<file path="src/rtl/approx_mult_pkg.sv">
`default_nettype none
// ============================================================================
// Module      : approx_mult_pkg
// Description : Shared definitions for the approximate multiplier pipeline.
//               - params_legal: operand width / approximation depth /
//                 truncation column legality, evaluated at elaboration.
//               - approx_lo:    reference model of the approximated low
//                 partial-product rows. Operands are zero-extended to
//                 c_MAX_W bits, so any y index at or beyond the real
//                 operand width reads as 0.
// Revision    : 1.0 - initial release
// ============================================================================
package approx_mult_pkg;

    localparam int c_MAX_W   = 32;
    localparam int c_IDX_W   = $clog2(c_MAX_W);

    function automatic bit params_legal(input int w, input int l, input int t);
        return (w >= 1) && (w <= c_MAX_W) &&
               (l >= 0) && (l <= w) && ((l % 2) == 0) &&
               (t >= 0) && (t <= w + l);
    endfunction

    // Rows 2k and 2k+1 are merged into one OR-ed bit per column c >= t.
    // Each pair contributes that bit with weight 2^c; pairs are summed.
    function automatic logic [2*c_MAX_W-1:0] approx_lo(
        input logic [c_MAX_W-1:0] x,
        input logic [c_MAX_W-1:0] y,
        input int                 l,
        input int                 t
    );
        logic [2*c_MAX_W-1:0] acc;
        logic [c_IDX_W-1:0]   idx;
        logic                 b;
        acc = '0;
        for (int k = 0; k < c_MAX_W / 2; k++) begin
            if (k < l / 2) begin
                for (int c = 0; c < 2 * c_MAX_W; c++) begin
                    b = 1'b0;
                    if (c >= t) begin
                        if ((c - 2*k >= 0) && (c - 2*k < c_MAX_W)) begin
                            idx = c_IDX_W'(2*k);
                            b   = b | x[idx];
                            idx = c_IDX_W'(c - 2*k);
                            b   = b & y[idx];
                        end
                        if ((c - 2*k - 1 >= 0) && (c - 2*k - 1 < c_MAX_W)) begin
                            idx = c_IDX_W'(2*k + 1);
                            if (x[idx]) begin
                                idx = c_IDX_W'(c - 2*k - 1);
                                b   = b | y[idx];
                            end
                        end
                    end
                    if (b) begin
                        acc = acc + ((2*c_MAX_W)'(1) << c);
                    end
                end
            end
        end
        return acc;
    endfunction

endpackage
`default_nettype wire

</file>
<file path="src/rtl/approx_mult_pipe_lo_tree.sv">
`default_nettype none
// ============================================================================
// Module      : approx_lo_tree
// Description : Combinational low-part generator. Produces y * x[L-1:0]
//               when approx = 0, or the paired/truncated approximation when
//               approx = 1.
//   x, y   : operands (W bits)
//   approx : mode select
//   lo     : low-part contribution, already weighted (2W bits)
// Revision    : 1.0 - initial release
// ============================================================================
module approx_lo_tree
    import approx_mult_pkg::*;
#(
    parameter int W = 8,
    parameter int L = 6,
    parameter int T = 8
)(
    input  logic [W-1:0]   x,
    input  logic [W-1:0]   y,
    input  logic           approx,
    output logic [2*W-1:0] lo
);

    generate
        if (L == 0) begin : g_no_low
            // No approximated rows: both modes contribute nothing here.
            logic w_unused;
            assign w_unused = ^{x, y, approx};
            assign lo       = '0;
        end else begin : g_low
            logic [2*W-1:0] w_exact;
            logic [2*W-1:0] w_approx;
            assign w_exact  = {{W{1'b0}}, y} * {{(2*W-L){1'b0}}, x[L-1:0]};
            assign w_approx = (2*W)'(approx_lo(c_MAX_W'(x), c_MAX_W'(y), L, T));
            assign lo       = approx ? w_approx : w_exact;
        end
    endgenerate

endmodule
`default_nettype wire

</file>
<file path="src/rtl/approx_mult_pipe.sv">
`default_nettype none
// ============================================================================
// Module      : approx_mult_pipe
// Description : Two-stage valid/ready unsigned multiplier with a per-
//               transaction exact/approximate mode. S1 holds the exact high
//               part H = y * x[W-1:L] and the low part LO; S2 holds
//               out_z = (H << L) + LO. Full throughput, back-pressure via
//               out_ready, tag and mode travel with the data.
//   clk, rst              : clock, synchronous active-high reset
//   in_valid / in_ready   : input handshake
//   in_x, in_y            : operands (W bits)
//   in_approx, in_tag     : mode bit and sideband tag
//   out_valid / out_ready : output handshake
//   out_z                 : product (2W bits)
//   out_approx, out_tag   : echoed mode and tag
// Revision    : 1.0 - initial release
// ============================================================================
module approx_mult_pipe
    import approx_mult_pkg::*;
#(
    parameter int W     = 8,
    parameter int L     = 6,
    parameter int T     = 8,
    parameter int TAG_W = 4
)(
    input  logic             clk,
    input  logic             rst,
    input  logic             in_valid,
    output logic             in_ready,
    input  logic [W-1:0]     in_x,
    input  logic [W-1:0]     in_y,
    input  logic             in_approx,
    input  logic [TAG_W-1:0] in_tag,
    output logic             out_valid,
    input  logic             out_ready,
    output logic [2*W-1:0]   out_z,
    output logic             out_approx,
    output logic [TAG_W-1:0] out_tag
);

    generate
        if (!params_legal(W, L, T)) begin : g_illegal_params
            $error("approx_mult_pipe: illegal W/L/T (L must be even, L<=W, 0<=T<=W+L)");
        end
    endgenerate

    logic             r_s1_valid;
    logic [2*W-1:0]   r_s1_h;
    logic [2*W-1:0]   r_s1_lo;
    logic             r_s1_approx;
    logic [TAG_W-1:0] r_s1_tag;

    logic             r_s2_valid;
    logic [2*W-1:0]   r_s2_z;
    logic             r_s2_approx;
    logic [TAG_W-1:0] r_s2_tag;

    logic             w_s1_en;
    logic             w_s2_en;
    logic [2*W-1:0]   w_h;
    logic [2*W-1:0]   w_lo;
    logic [2*W-1:0]   w_sum;

    // Each stage loads when empty or when the stage after it moves, so
    // bubbles collapse and in_ready never looks at in_valid.
    assign w_s2_en  = ~r_s2_valid | out_ready;
    assign w_s1_en  = ~r_s1_valid | w_s2_en;
    assign in_ready = w_s1_en;

    generate
        if (L == W) begin : g_no_high
            assign w_h = '0;
        end else begin : g_high
            assign w_h = {{W{1'b0}}, in_y} * {{(W+L){1'b0}}, in_x[W-1:L]};
        end
    endgenerate

    approx_lo_tree #(
        .W (W),
        .L (L),
        .T (T)
    ) u_lo_tree (
        .x      (in_x),
        .y      (in_y),
        .approx (in_approx),
        .lo     (w_lo)
    );

    // H < 2^(2W-L), so the shift cannot overflow; the approximate LO never
    // exceeds the exact one, so the sum fits 2W bits in both modes.
    assign w_sum = (r_s1_h << L) + r_s1_lo;

    always_ff @(posedge clk) begin
        if (rst) begin
            r_s1_valid  <= 1'b0;
            r_s1_h      <= '0;
            r_s1_lo     <= '0;
            r_s1_approx <= 1'b0;
            r_s1_tag    <= '0;
        end else if (w_s1_en) begin
            r_s1_valid <= in_valid;
            if (in_valid) begin
                r_s1_h      <= w_h;
                r_s1_lo     <= w_lo;
                r_s1_approx <= in_approx;
                r_s1_tag    <= in_tag;
            end
        end
    end

    always_ff @(posedge clk) begin
        if (rst) begin
            r_s2_valid  <= 1'b0;
            r_s2_z      <= '0;
            r_s2_approx <= 1'b0;
            r_s2_tag    <= '0;
        end else if (w_s2_en) begin
            r_s2_valid <= r_s1_valid;
            if (r_s1_valid) begin
                r_s2_z      <= w_sum;
                r_s2_approx <= r_s1_approx;
                r_s2_tag    <= r_s1_tag;
            end
        end
    end

    assign out_valid  = r_s2_valid;
    assign out_z      = r_s2_z;
    assign out_approx = r_s2_approx;
    assign out_tag    = r_s2_tag;

endmodule
`default_nettype wire

</file>
<file path="config.mk">
export PLATFORM = sky130hd
export DESIGN_NAME = approx_mult_pipe
export DESIGN_NICKNAME = d
export VERILOG_FILES = /design/src/rtl/approx_mult_pkg.sv /design/src/rtl/approx_mult_pipe_lo_tree.sv /design/src/rtl/approx_mult_pipe.sv
export SDC_FILE = /design/constraint.sdc
export NUM_CORES = 1
export LEC_CHECK = 0
export ABC_AREA = 1
export CORE_UTILIZATION = 48
export CTS_BUF_LIST = sky130_fd_sc_hd__clkbuf_4 sky130_fd_sc_hd__clkbuf_8
export CTS_CLUSTER_SIZE = 10
export DETAILED_ROUTE_END_ITERATION = 16
export GPL_TIMING_DRIVEN = 1
export PLACE_DENSITY = 0.77
export SLEW_MARGIN = 25
export SYNTH_ARGS = -nofsm -noshare
export SYNTH_HDL_FRONTEND = slang
export SYNTH_SLANG_ARGS = --single-unit
export TNS_END_PERCENT = 100
</file>
<file path="constraint.sdc">
create_clock -name clk -period 12.9 [get_ports clk]
set_clock_uncertainty 0.15 [all_clocks]
set_input_delay 3.87 -clock clk [delete_from_list [all_inputs] [get_ports clk]]
set_output_delay 3.87 -clock clk [all_outputs]
set_load 0.05 [all_outputs]
</file>
==> reports/qor.yml <==
sta:
  fin_crit_sh_pct: 72.2
  finalHoldViolations: 0
  relSlewSlack_pct: 33.6
  max_slew.worst_pin.slew_ps: 993
  setup_viol: 0
  setup_tns_ps: 0
  min_period_ps: 9320
  max_clock_freq_mhz: 107
  slew_viol_final: 0
  grt_setup_unrepaired: "no"
clock_tree:
  cts_sinks: 54
  cts_buffers: 5
  cts_root_buf: "clkbuf_8"
  clk_path_buf_depth: 2
  cts_setup_buffers: 0
  postCtsHoldBufs: 0
  path_clk_slew_ps: 90
  htreeDepth: 2
  ctsResizeCount: 0
  cts_tree: "yes"
  insertion_delay_ps: 300
die:
  coreArea_mm2: 0.00973
  start_util_pct: 49.1
  rows: 36
  die_area_mm2: 0.0104
  fp.dieH_um: 102
  dieWidth_um: 102
  io_pins: 48
critical_path:
  worstSetupEndpointType: "output pin"
  path_max_fanout: 3
  slowest_stage: "clkdlybuf4s50_1"
  cp_cell_sequence: "clkdlybuf4s50_1 > inv_1 > nand3_1 > clkdlybuf4s50_1"
  required_ps: 8880
  crit_type: "in -> out"
  max_stage_delay_ps: 820
  cp.arrival_ps: 5300
  cp_common_cell: "clkdlybuf4s50_1"
  start_kind: "primary input"
run:
  maxCapViolations: 0
place:
  gp_congestion: 0.844
  dp_hpwl_mm: 8.04
  port_buffers: 47
global_routing:
  grt-ovfl-total: 0
  first_global_vias: 4215
  grt_util_all_layers_pct: 21.5
  grt_pass1_wl_mm: 18.2
  grt_max_degree: 31
  antenna_found_initial: 0
logic_synthesis:
  async_reset_ff_share_pct: 0
  synth_edf_count: 0
  ys_types: 35
  ys_ff_latch: 54
  ys_warn_count: 0
  netlist_top_cells_count: "nand2_1 (146), inv_1 (120), nor2_1 (75)"
  synth.yosys.seq_area_share_pct: 22.6
  avgSynthCellArea_um2: 6.99
  syn_nets: 782
  netlist_instances: 684
  synth_top_cell_by_area: "dfxtp_1"
  yosysMostFrequentCell: "nand2_1"
  synth_area_leaders: "dfxtp_1 (23%), ha_1 (12%), nand2_1 (11%)"
  ys.flop_type: "dfxtp_1"
  syn_area_mm2: 0.00478
  synth_top_area_share_pct: 22.6
routing:
  ant_nets: 0
  avgRoutedWirePerCell_um: 11.9
  vias_per_cell: 4.98
  via_count: 4202
  drtIter0Drc: 163
  postRouteWirelength_mm: 10.1
  drc_errors: 0
  dr.pass1.iters: 4
finish:
  syn_to_final_growth_pct: 12.8
  diodes: 0
  drive_gt1_share_pct: 4.08
  final_nets: 807
pwr:
  clkPwrFrac_pct: 20.9
  pwr-share-seq_pct: 34.6
  ir_worst_vdd_v: 0.0000513
  p_per_area_mw_per_mm2: 101
  total_power_uw: 542
  switching_share_pct: 39.1
  power_switching_uw: 212
  power.leakage_uw: 0.00291
  combPwrFrac_pct: 44.5
  intPower_uw: 330
worst_hold_path:
  min_path_type: "reg -> reg"
run_status:
  run_status: "finished clean"
[per-layer routing]
layer / track usage [%] / part of all wire, % / up-vias
met3: 1.93 / 2.4 / 12
met1: 27.2 / 47 / 1936
met2: 39.8 / 49 / 69
met5: 0 / 0 / -
met4: 4.24 / 1.0 / 0
li1: - / - / 2185
[worst max-delay path, delay by kind of cell]
| kind | cells | cell delay, ps |
|---|---|---|
| buffers and inverters | 3 | 1320 |
| AND/OR/NAND/NOR | 1 | 110 |
[area by class of cell]
type / count / area (µm²)
clock buffers: 6 / 76.3
clock inverters: 2 / 37.5
fillers: 968 / 4340
inverters: 124 / 465
multi-input cells: 476 / 3090
flip-flops and latches: 54 / 1080
well taps: 133 / 166
repair buffers: 48 / 478
[cell families (layout without fill, tap and decap cells)]
family / after synthesis / after routing / share of synthesized area (%)
simple gates: 271 / 271 / 25.2
buf+inv: 154 / 180 / 12.8
compound gates: 118 / 118 / 13.4
fa+ha+maj: 73 / 73 / 23.4
flops: 54 / 54 / 22.6
xor+xnor: 14 / 14 / 2.57
[flip-flops by register name, summed over array words and instances (netlist names)]
signal       count
r_s1_approx      1
out_valid        1
r_s1_tag         4
r_s1_valid       1
out_z           16
r_s1_h          10
out_approx       1
r_s1_lo         16
out_tag          4
[stage by stage]
stage | setup slack [ps] | utilization (%) | area [µm²] | std cells | hold slack, ps
after floorplan | 4550 | - | 4780 | 684 | 280
after global placement | 3610 | 54.2 | 5280 | 835 | 300
after detailed placement | 3570 | 54.2 | 5280 | 835 | 306
after CTS | 3570 | 55.4 | 5390 | 843 | 320
after global routing | 3530 | 55.4 | 5390 | 843 | 351
final | 3580 | 55.4 | 5390 | 843 | 322
[power groups by stage]
| stage | clock network, µW | logic, µW | registers, µW |
|---|---|---|---|
| final | 113 | 241 | 188 |
| after global routing | 121 | 275 | 189 |
| after CTS | 115 | 241 | 188 |
| after detailed placement | 0 | 239 | 191 |
| after global placement | 0 | 231 | 191 |
| after floorplan | 0 | 167 | 207 |
[worst paths after layout]
| path | from | to | slack [ps] | depth (start not counted) |
|---|---|---|---|---|
| max | out_ready | in_ready | 3580 | 4 |
| min | r_s1_lo[0] | r_s1_lo[0] | 320 | 2 |
| max reg2reg | r_s1_h[0] | out_z[14] | 10460 | 15 |
| min reg2reg | r_s1_lo[0] | r_s1_lo[0] | 320 | 2 |
[layout by cell type, fill, tap and decap left out, types with 2 or more instances in the layout]
master and count:
a21oi_2 2, o21ai_0 53, clkinv_1 3, nand2_2 6, o21bai_1 2, inv_1 120, clkbuf_8 5, nor2_1 75
fa_1 27, a31oi_1 2, nand2_1 146, nand3_1 29, o211ai_1 7, nand2_4 4, a21oi_1 46, ha_1 46
o2111ai_1 3, nand2_8 3, or2_1 2, xor2_1 13, clkdlybuf4s50_1 47, dfxtp_1 54
Note: power is estimated with default switching activity, not from simulation.
